## config.mk

```make
export PLATFORM = sky130hd
export DESIGN_NAME = instr_sequencer
export DESIGN_NICKNAME = d
export VERILOG_FILES = /design/src/rtl/instr_sequencer.sv
export SDC_FILE = /design/constraint.sdc
export NUM_CORES = 1
export LEC_CHECK = 0
export CAP_MARGIN = 20
export CORE_MARGIN = 1.5
export CORE_UTILIZATION = 34
export DETAILED_ROUTE_END_ITERATION = 7
export GPL_TIMING_DRIVEN = 0
export PLACE_DENSITY = 0.67
export SYNTH_ARGS = -nofsm -noshare
export SYNTH_HDL_FRONTEND = slang
export SYNTH_SLANG_ARGS = --single-unit
```

## constraint.sdc

```tcl
create_clock -name clk -period 2 [get_ports clk]
set_input_delay 0.2 -clock clk [delete_from_list [all_inputs] [get_ports clk]]
set_output_delay 0.2 -clock clk [all_outputs]
set_load 0.02 [all_outputs]
```

## src/rtl/instr_sequencer.sv

```systemverilog
`default_nettype none
// ============================================================================
// Module   : instr_sequencer
// Brief    : Multi-cycle FETCH/DECODE/EXEC/MEM/WB control sequencer.
// Revision : 1.0
// ============================================================================
module instr_sequencer #(
    parameter int CNT_W = 16
) (
    input  logic             clk,
    input  logic             rst_n,
    input  logic             run,
    input  logic [3:0]       opcode,
    input  logic             zero,
    input  logic             imem_ack,
    input  logic             dmem_ack,
    output logic             imem_req,
    output logic             dmem_req,
    output logic             ir_load,
    output logic             pc_en,
    output logic             pc_sel,
    output logic             reg_we,
    output logic             mem_we,
    output logic [2:0]       state,
    output logic             busy,
    output logic             ill_op,
    output logic [CNT_W-1:0] instr_cnt
);

    typedef enum logic [2:0] {
        S_IDLE   = 3'd0,
        S_FETCH  = 3'd1,
        S_DECODE = 3'd2,
        S_EXEC   = 3'd3,
        S_MEM    = 3'd4,
        S_WB     = 3'd5
    } state_t;

    localparam logic [3:0] c_op_load = 4'b1000;
    localparam logic [3:0] c_op_bez  = 4'b1100;

    state_t           r_state;
    state_t           w_next;
    logic [3:0]       r_op;
    logic             r_ill;
    logic [CNT_W-1:0] r_cnt;
    logic             w_retire;

    function automatic logic is_alu(input logic [3:0] op);
        return (op >= 4'b0001) && (op <= 4'b0101);
    endfunction

    function automatic logic is_store(input logic [3:0] op);
        return (op == 4'b1001) || (op == 4'b1010);
    endfunction

    function automatic logic is_legal(input logic [3:0] op);
        return (op == 4'b0000) || is_alu(op) || (op == c_op_load) ||
               is_store(op) || (op == c_op_bez);
    endfunction

    // Next-state and retire decode; DECODE looks at the live opcode, later
    // phases use the captured copy so the IR field may change freely.
    always_comb begin
        w_next   = r_state;
        w_retire = 1'b0;
        case (r_state)
            S_IDLE:   if (run) w_next = S_FETCH;
            S_FETCH:  if (imem_ack) w_next = S_DECODE;
            S_DECODE: begin
                if (is_legal(opcode) && (opcode != 4'b0000)) w_next = S_EXEC;
                else                                         w_retire = 1'b1;
            end
            S_EXEC: begin
                if (r_op == c_op_bez)  w_retire = 1'b1;
                else if (is_alu(r_op)) w_next = S_WB;
                else                   w_next = S_MEM;
            end
            S_MEM: begin
                if (dmem_ack) begin
                    if (r_op == c_op_load) w_next = S_WB;
                    else                   w_retire = 1'b1;
                end
            end
            S_WB:     w_retire = 1'b1;
            default:  w_next = S_IDLE;
        endcase
        if (w_retire) w_next = run ? S_FETCH : S_IDLE;
    end

    always_ff @(posedge clk) begin
        if (!rst_n) begin
            r_state <= S_IDLE;
            r_op    <= 4'b0000;
            r_ill   <= 1'b0;
            r_cnt   <= '0;
        end else begin
            r_state <= w_next;
            if (r_state == S_DECODE) begin
                r_op <= opcode;
                if (!is_legal(opcode)) r_ill <= 1'b1;
            end
            if (w_retire) r_cnt <= r_cnt + 1'b1;
        end
    end

    assign imem_req  = (r_state == S_FETCH);
    assign dmem_req  = (r_state == S_MEM);
    assign ir_load   = (r_state == S_FETCH) && imem_ack;
    assign pc_en     = w_retire;
    assign pc_sel    = (r_state == S_EXEC) && (r_op == c_op_bez) && zero;
    assign reg_we    = (r_state == S_WB);
    assign mem_we    = (r_state == S_MEM) && is_store(r_op);
    assign state     = r_state;
    assign busy      = (r_state != S_IDLE);
    assign ill_op    = r_ill;
    assign instr_cnt = r_cnt;

endmodule
`default_nettype wire

```

Word level (Yosys, flattened, before mapping)
Cells that the tools add are included.
Storage, ports and cells
  logic and storage cells: 64
  bits in registers: 24
  input port bits: 10
Cells by class
  bitwise operators: 1
  reductions and logical operators: 19
  muxes and demuxes: 15
  add/sub/neg operators: 1
  order comparisons: 4
  equal/unequal tests: 20
Operator list (number)
  equality test 4 bit, second input constant: 8
  2-to-1 mux 3 bit: 7
  case mux 3 bit (6 select lines): 1
  adder 16 x 1 -> 16 bit, second input constant: 1
  inequality test 3 bit, second input constant: 3
  >= comparator 4 x 1 -> 1 bit, second input constant: 2
  <= comparator 4 x 3 -> 1 bit, second input constant: 2
  logical AND 1 bit: 7
  AND reduction 7 bit: 1
  equality test 3 x 2 -> 1 bit, second input constant: 2
  equality test 3 bit, second input constant: 2
  logical OR 1 bit: 6
  2-to-1 mux 1 bit: 6
  inequality test 3 x 2 -> 1 bit, second input constant: 2
  zero test 4 bit: 1
  case mux 1 bit (4 select lines): 1
  nonzero test 4 bit: 1
  equality test 3 x 1 -> 1 bit, second input constant: 1
  zero test 3 bit: 1
  inequality test 3 x 1 -> 1 bit, second input constant: 1
  nonzero test 3 bit: 1
  inequality test 2 bit, second input constant: 1
  AND reduction 2 bit: 1
  inverter 1 bit: 1

Longest topological paths before layout
Gate-level depths: netlist (run 1).
  depth in word-level cells: 11
  depth in mapped cells: 9
  mapped depth without buffers: 5

Worst setup path before layout (run 1)
OpenSTA, ideal clock, no wires.
  path kind: register -> output
  from: register r_state[0], in the netlist state[0]
  to: output ir_load
  cell stages (with the launch flop): 4
  setup slack: 42 ps
  data arrival time: 1758 ps
  path buffers: 1
  cells stage by stage: dfxtp_1 -> clkbuf_1 -> nor3b_1 -> and2_1
Between the ends
  longest elaborated chain between the ends: 2
RTL lines
  start, declared: RTL line 42  | state_t r_state;
  start signal, assigned: RTL line 98  | r_state <= w_next;
  equality test 3 x 1 -> 1 bit
  via imem_req: RTL line 17  | output logic imem_req,
  logical AND 1 bit: RTL line 109  | assign ir_load = (r_state == S_FETCH) && imem_ack;
  end, declared: RTL line 19  | output logic ir_load,
The timed path passes the listed nets, and every way through them passes these cells.

Final worst setup path (run 1)
  from: register r_op[0]
  to: output pc_en
Between the ends
  longest elaborated chain between the ends: 4
  elaborated cells between the ends (all ways): 6
RTL lines
  start, declared: RTL line 44  | logic [3:0] r_op;
  start signal, assigned: RTL line 100  | r_op <= opcode;
  equality test 4 bit: RTL line 81  | if (r_op == c_op_load) w_next = S_WB;
  2-to-1 mux 1 bit: RTL line 81
  2-to-1 mux 1 bit: RTL line 80  | if (dmem_ack) begin
  case mux 1 bit (4 select lines) (*): RTL line 67  | case (r_state)
  end, declared: RTL line 20  | output logic pc_en,
Every way passes the cells marked *; elsewhere a longest branch is shown, timed or not.

==> results.sh, run 1 <==
export IMPL_core_um2=3720
export IMPL_outcome="complete, but fails checks"
export IMPL_synth_nets=163
export IMPL_numCtsBuffers=3
export IMPL_hold_viol_final=0
export IMPL_clock_sinks=24
export IMPL_area_delta_synth_final_pct=50.8
export IMPL_power_clock_fraction_pct=31.8
export IMPL_synth_distinct_cells=42
export IMPL_cp_end_kind="primary output"
export IMPL_crit_required_ps=1800
export IMPL_slew_violations=0
export IMPL_die_w_um=65.6
export IMPL_ir_drop_v=0.000366
export IMPL_rows=22
export IMPL_failed_checks="setup timing"
export IMPL_setup_ws_ps=-157
export IMPL_p_per_area_nw_per_um2=675
export IMPL_finalWirelength_mm=3.50
export IMPL_holdCritPathClass="in2reg"
export IMPL_ant_nets=0
export IMPL_ys_warn_count=0
export IMPL_synth_top_family_by_area="simple AND/OR/NAND/NOR gates"
export IMPL_rsz0062_at_grt="yes"
export IMPL_h_tree_depth=1
export IMPL_clk_latency_ps=270
export IMPL_clock_fmax_ghz=0.464
export IMPL_syn_area_um2=1330
export IMPL_yosys_most_used_dff="dfxtp_1"
export IMPL_first_pass_iters=4
export IMPL_power_switching_uw=377
export IMPL_pwr_share_seq_pct=38.8
export IMPL_holdBufCountCts=0
export IMPL_clk_pin_slew_ps=90
export IMPL_root_buffer="clkbuf_8"
export IMPL_synthXorXnorAreaFrac_pct=1.97
export IMPL_final_cell_area_um2=2010
export IMPL_p_leak_nw=0.793
export IMPL_post_synth_and_or_nand_nor_area_fraction_pct=31.1
export IMPL_crit_arrival_ps=1960
export IMPL_crit_path_max_fanout=4
export IMPL_antenna_found_initial=0
export IMPL_combPwrFrac_pct=29.4
export IMPL_vias=1313
export IMPL_tightest_slew_ps=480
export IMPL_synth_cells=152
export IMPL_dp_slack_ps=-532
export IMPL_grt_pass1_vias=1313
export IMPL_setup_violations=3
export IMPL_n_antenna_cell=0
export IMPL_synth_top_area_share_pct=36.0
export IMPL_drive_gt1_share_pct=24.1
export IMPL_synth_most_common_cell="dfxtp_1"
export IMPL_start_util_pct=35.9
export IMPL_crit_path_start_kind="register"
export IMPL_ys_seq_area_share_pct=36.0
export IMPL_wl_per_cell_um=13.9
export IMPL_drt_iter0_drc=66
export IMPL_fin_crit_ps=2160
export IMPL_synth_compound_area_share_pct=17.2
export IMPL_vias_per_cell=5.23
export IMPL_fin_util_pct=54.1
export IMPL_dpl_instance_area_um2=1760
export IMPL_synthTopCellsByArea="dfxtp_1 (36%), a21oi_1 (6.0%), mux2i_1 (6.0%), or3_2 (5.1%), nand3_1 (3.8%)"
export IMPL_dp_hpwl_mm=2.38
export IMPL_grt_max_degree=15
export IMPL_grt_first_pass_wirelength_mm=5.89
export IMPL_synth_common_cells="dfxtp_1 (24), a21oi_1 (16), nor2_1 (11)"
export IMPL_synth_edf_count=0
export IMPL_async_flop_share_pct=0
export IMPL_synth_area_leader_cell="dfxtp_1"
export IMPL_synth_adder_area_share_pct=0.938
export IMPL_ios=38
export IMPL_yosys_register_bits=24
export IMPL_tns_ps=-204
export IMPL_num_nets_final=215
export IMPL_dieArea_um2=4310
export IMPL_portBuffers=37
export IMPL_muxShareOfSynthArea_pct=6.00
export IMPL_die_height_um=65.6
export IMPL_period_share_pct=108
export IMPL_place_congestion=0.752
export IMPL_max_slew_margin_pct=68.0
export IMPL_p_int_uw=979
export IMPL_worstSetupPathType="reg2out"
export IMPL_drv_cap=0
export IMPL_cts_tree="done"
export IMPL_grt_overflow=0
export IMPL_switching_share_pct=27.8
export IMPL_skew_ps=2.51
export IMPL_grt_total_usage_pct=17.1
export IMPL_drc=0
export IMPL_clk_path_buf_depth=2
export IMPL_avgSynthCellArea_um2=8.77
[layout make-up]
cell class                      instances  area, um2
Buffer                                  8       91.3
Clock buffer                            3       41.3
Clock inverter                          1       30.0
Fill cell                             334       1710
Inverter                                3       13.8
Multi-Input combinational cell        117        807
Sequential cell                        24        493
Tap cell                               48       60.1
Timing Repair Buffer                   47        474
[per-layer routing]
| layer | wire length [um] | vias to the layer above | GRT usage (%) |
|---|---|---|---|
| li1 | - | 663 | - |
| met1 | 1640 | 603 | 21.6 |
| met2 | 1640 | 42 | 29.5 |
| met3 | 182 | 5 | 3.77 |
| met4 | 34 | 0 | 4.17 |
| met5 | 0 | - | 0 |
[layout by cell type, fill, tap and decap left out, types with 2 or more instances in the layout]
cell              n
dfxtp_2           4
nand2_1           9
and2_1            4
xor2_1            2
dfxtp_1          18
buf_4             9
inv_1             2
nand3_1           9
mux2i_1           8
nand4_1           3
o31ai_1           4
dlygate4sd2_1     2
and2b_2           3
clkbuf_8          4
dlymetal6s2s_1    5
or4_1             4
o21ai_0           9
or3_2             9
and3_1            2
a21oi_1          16
clkdlybuf4s50_1  28
nor2_1           11
buf_6             3
dfxtp_4           2
or3_1             3
[repair_timing]
action | 4_1_cts | 5_1_grt
pin swaps | 2 | 3
cloned | 0 | 1
gates resized for setup | 21 | 15
buffers inserted | 5 | 5
endpoints found under the setup margin | 18 | 19
[logic make-up (layout without fill, tap and decap cells)]
logic type                 count (synthesis)  count (layout)
and+or+nand+nor                           69              69
AOI/OAI and AO/OA                         36              36
DFF                                       24              24
buffers and inverters                     11              62
muxes                                      8               8
xor gates and xnor gates                   3               3
adders and majority gates                  1               1
[power by group through the flow]
stage	Clock [mW]	Combinational, mW	Sequential [mW]
after global placement	0	0.335	0.536
final	0.432	0.399	0.526
after floorplan	0	0.207	0.547
after global routing	0.455	0.429	0.530
after detailed placement	0	0.340	0.536
after CTS	0.439	0.374	0.526
[per-stage QoR]
stage | std cells | power (mW) | hold WS (ps)
2_1_floorplan | 152 | 0.754 | 338
3_3_place_gp | 237 | 0.870 | 461
3_5_place_dp | 237 | 0.876 | 463
4_1_cts | 246 | 1.34 | 486
5_1_grt | 251 | 1.41 | 291
6_report | 251 | 1.36 | 263
[flip-flops by register name (all words and copies together) (netlist names)]
| register | count |
|---|---|
| ill_op | 1 |
| state | 3 |
| instr_cnt | 16 |
| r_op | 4 |
[critical path, stage by stage, from the launching register on]
cell and delay (ps):
dfxtp_4 360, or4b_4 560, a31oi_4 220, a2bb2oi_4 190, buf_6 120, buf_12 90
inv_4 30, buf_6 110
[path summary, 6_finish.rpt]
| path | startpoint | endpoint | slack [ps] | cells past startpoint |
|---|---|---|---|---|
| worst max-delay path | r_op[0] | pc_en | -160 | 7 |
| worst min-delay path | opcode[0] | r_op[0] | 260 | 3 |
| worst min register to register | ill_op | ill_op | 480 | 2 |
| worst max register to register | state[1] | instr_cnt[14] | -30 | 8 |
(Power assumes the default switching activity.)
==> run 2, diff against run 1 <==
CORE_UTILIZATION = 25   (was 34)
PLACE_DENSITY = 0.53   (was 0.67)
==> results.sh, run 2 (synthesis results as in run 1) <==
export IMPL_outcome="complete, but fails checks"
export IMPL_failed_checks="setup timing"
export IMPL_first_pass_iters=4
export IMPL_p_per_area_nw_per_um2=598
export IMPL_rows=26
export IMPL_cts_tree="done"
export IMPL_vias=1292
export IMPL_globalRouteMet1Util_pct=17.3
export IMPL_hold_ws_ps=264
export IMPL_power_clock_fraction_pct=24.1
export IMPL_hold_viol_final=0
export IMPL_slowest_stage="or4b_4"
export IMPL_worst_path_stages=7
export IMPL_clock_sinks=24
export IMPL_vias_per_cell=4.72
export IMPL_grt_first_pass_wirelength_mm=5.80
export IMPL_tns_ps=-125
export IMPL_skew_ps=4.97
export IMPL_place_congestion=0.696
export IMPL_grt_total_usage_pct=12.1
export IMPL_antenna_found_initial=0
export IMPL_crit_chain="or4b_4 -> a31oi_4 -> a2bb2oi_4 -> buf_6 -> buf_12 -> inv_4 -> buf_6"
export IMPL_ios=38
export IMPL_period_share_pct=106
export IMPL_crit_path_max_fanout=5
export IMPL_switching_share_pct=30.8
export IMPL_fin_crit_ps=2120
export IMPL_clk_latency_ps=270
export IMPL_n_antenna_cell=0
export IMPL_clk_path_buf_depth=2
export IMPL_ant_nets=0
export IMPL_crit_path_start_kind="register"
export IMPL_layout_common_cells="clkdlybuf4s50_1 (27), dfxtp_1 (17), buf_4 (12)"
export IMPL_grt_overflow=0
export IMPL_max_stage_delay_ps=550
export IMPL_use_met2_pct=17.9
export IMPL_r2r_cells=8
export IMPL_cp_end_kind="primary output"
export IMPL_grt_pass1_vias=1187
export IMPL_max_slew_margin_pct=58.0
export IMPL_power_switching_uw=378
export IMPL_core_um2=5140
export IMPL_pwr_share_seq_pct=43.0
export IMPL_start_util_pct=25.9
export IMPL_p_int_uw=847
export IMPL_crit_required_ps=1800
export IMPL_combPwrFrac_pct=32.9
export IMPL_die_w_um=76.0
export IMPL_grt_max_degree=13
export IMPL_num_nets_final=217
export IMPL_use_met3_pct=1.80
export IMPL_dp_hpwl_mm=2.43
export IMPL_crit_arrival_ps=1920
export IMPL_dpl_instance_area_um2=1790
export IMPL_setup_ws_ps=-125
export IMPL_tightest_slew_ps=630
export IMPL_drc=0
export IMPL_holdBufCountCts=0
export IMPL_clock_fmax_ghz=0.471
export IMPL_worstSetupPathType="reg2out"
export IMPL_largest_reg_flops=16
export IMPL_cpLargestDelayFamily="simple AND/OR/NAND/NOR gates"
export IMPL_slew_violations=0
export IMPL_numCtsBuffers=3
export IMPL_rsz0062_at_grt="yes"
export IMPL_final_common_cell="clkdlybuf4s50_1"
export IMPL_r2r_setup_slack_ps=20
export IMPL_cpMostUsedCell="buf_6"
export IMPL_area_delta_synth_final_pct=53.5
export IMPL_p_leak_nw=0.767
export IMPL_root_buffer="clkbuf_8"
export IMPL_wl_per_cell_um=12.9
export IMPL_h_tree_depth=1
export IMPL_dp_slack_ps=-568
export IMPL_cp_num_buf_inv=4
export IMPL_drive_gt1_share_pct=29.4
export IMPL_busiest_layer="met2"
export IMPL_finalWirelength_mm=3.53
export IMPL_drt_iter0_drc=71
export IMPL_fin_util_pct=39.8
export IMPL_drv_cap=0
export IMPL_final_cell_area_um2=2050
export IMPL_ir_drop_v=0.000255
export IMPL_holdCritPathClass="in2reg"
export IMPL_clk_pin_slew_ps=90
export IMPL_setup_violations=1
export IMPL_die_height_um=76.0
export IMPL_dieArea_um2=5780
export IMPL_hold_path_cell_count=3
export IMPL_portBuffers=37
-- run 2: cell types whose count changed in the layout (fill, tap and decap cells not counted), moves of 2 or more --
cell,before,now
buf_4,9,12
or3_4,0,5
or3_2,9,4
a21oi_1,16,9
a21oi_2,0,7
dlygate4sd2_1,2,4
-- run 2: timing repair --
item                       in CTS  in global routing
resized for setup              27                 27
setup endpoints to repair      18                 17
buffers inserted                6                  6
pin swaps                       5                  7
-- run 2: path summary, 6_finish.rpt --
path	end	start
worst max-delay path	pc_en	r_op[0]
worst min-delay path	r_op[2]	opcode[2]
worst max register to register	instr_cnt[14]	state[1]
worst min register to register	instr_cnt[15]	instr_cnt[15]
-- run 2: layout make-up --
| cell class | instances | area (um2) |
|---|---|---|
| Fill cell | 562 | 3090 |
| Multi-Input combinational cell | 117 | 857 |
| Sequential cell | 24 | 497 |
| Timing Repair Buffer | 49 | 462 |
| Buffer | 8 | 88.8 |
| Tap cell | 70 | 87.6 |
| Clock buffer | 3 | 41.3 |
| Inverter | 3 | 13.8 |
-- run 2: per-layer routing --
metal | part of all wire [%] | routed length [um] | vias up
met4 | 1.9 | 67 | 0
met5 | 0 | 0 | -
met2 | 45 | 1590 | 21
met1 | 51 | 1790 | 599
met3 | 2.5 | 90 | 5
li1 | - | - | 667
-- run 2: power groups by stage --
stage          registers (mW)  clock network (mW)  logic (mW)
2_1_floorplan           0.547                   0       0.207
3_3_place_gp            0.538                   0       0.340
3_5_place_dp            0.537                   0       0.341
4_1_cts                 0.526               0.312       0.375
5_1_grt                 0.531               0.323       0.436
6_report                0.526               0.296       0.403
-- run 2: tightest hold or removal path: cells and delay by family --
kind          cells  cell delay [ps]
simple gates      1               70
buf+inv           1              140
mux               1               90
-- run 2: metrics by stage --
stage,std cells,power [mW]
finish,274,1.22
global route,274,1.29
CTS,268,1.21
detailed placement,259,0.878
global placement,259,0.878
floorplan,152,0.754
==> run 3, diff against run 2 <==
SETUP_SLACK_MARGIN = 0.2   (was not set)
==> results.sh, run 3 (synthesis results as in run 1) <==
export IMPL_drive_gt1_share_pct=35.1
export IMPL_cts_tree="done"
export IMPL_skew_ps=5.11
export IMPL_combPwrFrac_pct=31.0
export IMPL_finalWirelength_mm=3.76
export IMPL_largest_reg_flops=16
export IMPL_max_stage_delay_ps=550
export IMPL_slew_violations=0
export IMPL_holdBufCountCts=0
export IMPL_ir_drop_v=0.000357
export IMPL_holdCritPathClass="in2reg"
export IMPL_crit_arrival_ps=1930
export IMPL_grt_total_usage_pct=12.7
export IMPL_clock_fmax_ghz=0.469
export IMPL_drv_cap=0
export IMPL_highest_layer="met4"
export IMPL_r2r_cells=9
export IMPL_drt_iter0_drc=29
export IMPL_tns_ps=-216
export IMPL_fin_crit_ps=2130
export IMPL_cpMostUsedCell="buf_6"
export IMPL_cp_num_buf_inv=4
export IMPL_grt_pass1_vias=1260
export IMPL_rows=26
export IMPL_power_clock_fraction_pct=30.9
export IMPL_wl_per_cell_um=13.4
export IMPL_numCtsBuffers=3
export IMPL_wl_met3_um=160
export IMPL_layout_common_cells="clkdlybuf4s50_1 (26), dfxtp_1 (17), buf_4 (13)"
export IMPL_place_congestion=0.767
export IMPL_crit_chain="or4b_4 -> a31oi_4 -> a2bb2oi_4 -> buf_6 -> buf_12 -> inv_6 -> buf_6"
export IMPL_failed_checks="setup timing"
export IMPL_clk_latency_ps=270
export IMPL_n_antenna_cell=0
export IMPL_p_int_uw=992
export IMPL_slowest_stage="or4b_4"
export IMPL_clk_pin_slew_ps=90
export IMPL_drc=0
export IMPL_cpLargestDelayFamily="simple AND/OR/NAND/NOR gates"
export IMPL_core_um2=5140
export IMPL_ant_nets=0
export IMPL_final_common_cell="clkdlybuf4s50_1"
export IMPL_setup_violations=3
export IMPL_ios=38
export IMPL_die_w_um=76.0
export IMPL_grt_max_degree=15
export IMPL_worstSetupPathType="reg2out"
export IMPL_hold_start="opcode[0]"
export IMPL_crit_path_max_fanout=2
export IMPL_crit_path_start_kind="register"
export IMPL_die_height_um=76.0
export IMPL_p_leak_nw=0.803
export IMPL_rsz0062_at_grt="yes"
export IMPL_switching_share_pct=28.4
export IMPL_power_switching_uw=393
export IMPL_vias_per_cell=4.82
export IMPL_r2r_start="state[1]"
export IMPL_h_tree_depth=1
export IMPL_clock_sinks=24
export IMPL_grt_overflow=0
export IMPL_clk_path_buf_depth=2
export IMPL_outcome="complete, but fails checks"
export IMPL_wl_met1_mm=1.71
export IMPL_fin_util_pct=42.6
export IMPL_r2r_end="instr_cnt[14]"
export IMPL_num_nets_final=223
export IMPL_vias=1355
export IMPL_grt_first_pass_wirelength_mm=6.03
export IMPL_hold_viol_final=0
export IMPL_setup_ws_ps=-131
export IMPL_hold_end="r_op[0]"
export IMPL_tightest_slew_ps=655
export IMPL_pwr_share_seq_pct=38.2
export IMPL_first_pass_iters=4
export IMPL_dieArea_um2=5780
export IMPL_max_slew_margin_pct=56.3
export IMPL_p_per_area_nw_per_um2=632
export IMPL_period_share_pct=107
export IMPL_cp_end_kind="primary output"
export IMPL_root_buffer="clkbuf_8"
export IMPL_portBuffers=37
export IMPL_routed_wl_met2_mm=1.87
export IMPL_crit_required_ps=1800
export IMPL_antenna_found_initial=0
export IMPL_r2r_setup_slack_ps=-70
export IMPL_start_util_pct=25.9
export IMPL_dp_hpwl_mm=2.42
export IMPL_area_delta_synth_final_pct=64.3
export IMPL_hold_path_cell_count=3
[run 3: repair_timing]
action	4_1_cts	5_1_grt
setup buffers	8	9
pin swaps	10	11
cloned	1	0
endpoints found under the hold margin	0	0
setup endpoints to repair	26	24
gates resized for setup	47	41
[run 3: worst max path at each step]
| stage | startpoint | slack (ps) | cells after the start | end |
|---|---|---|---|---|
| 4_1_cts | r_op[0] | -140 | 7 | pc_en |
| 5_1_grt | r_op[0] | -180 | 7 | pc_en |
| 6_report | r_op[0] | -130 | 7 | pc_en |
| 3_3_place_gp | opcode[3] | -560 | 8 | pc_en |
| 2_1_floorplan | r_op[1] | 160 | 7 | instr_cnt[1] |
| 3_5_place_dp | opcode[3] | -560 | 8 | pc_en |
[run 3: cell type report]
cell class / instances / area (um2)
clock inverters: 1 / 30.0
clock buffers: 3 / 41.3
inverters: 3 / 16.3
flip-flops and latches: 24 / 499
well taps: 70 / 87.6
multi-input cells: 117 / 907
repair buffers: 55 / 520
fillers: 542 / 2950
plain buffers: 8 / 88.8
[run 3: metrics by stage]
step	total power, mW	cell area (um2)	hold WS, ps	worst slack, ps	cells
final	1.38	2190	351	-131	281
after global routing	1.45	2190	401	-178	281
after CTS	1.36	2040	339	-142	272
after detailed placement	0.895	1820	472	-562	259
after global placement	0.894	1820	464	-558	259
after floorplan	0.769	1360	338	164	152
[run 3: worst min-delay path, cell delays in order]
cell and delay (ps):
dlygate4sd2_1 240, mux2i_1 80, nor2_1 70
[run 3: layer usage]
layer | GRT usage (%) | up-vias
li1 | - | 682
met1 | 16.0 | 641
met2 | 22.7 | 30
met3 | 3.23 | 2
met4 | 1.11 | 0
met5 | 0 | -
[run 3: power groups by stage]
stage	Combinational (mW)	Clock [mW]	Sequential, mW
after CTS	0.389	0.441	0.528
after floorplan	0.219	0	0.550
after detailed placement	0.354	0	0.540
final	0.429	0.427	0.528
after global placement	0.353	0	0.541
after global routing	0.461	0.456	0.533
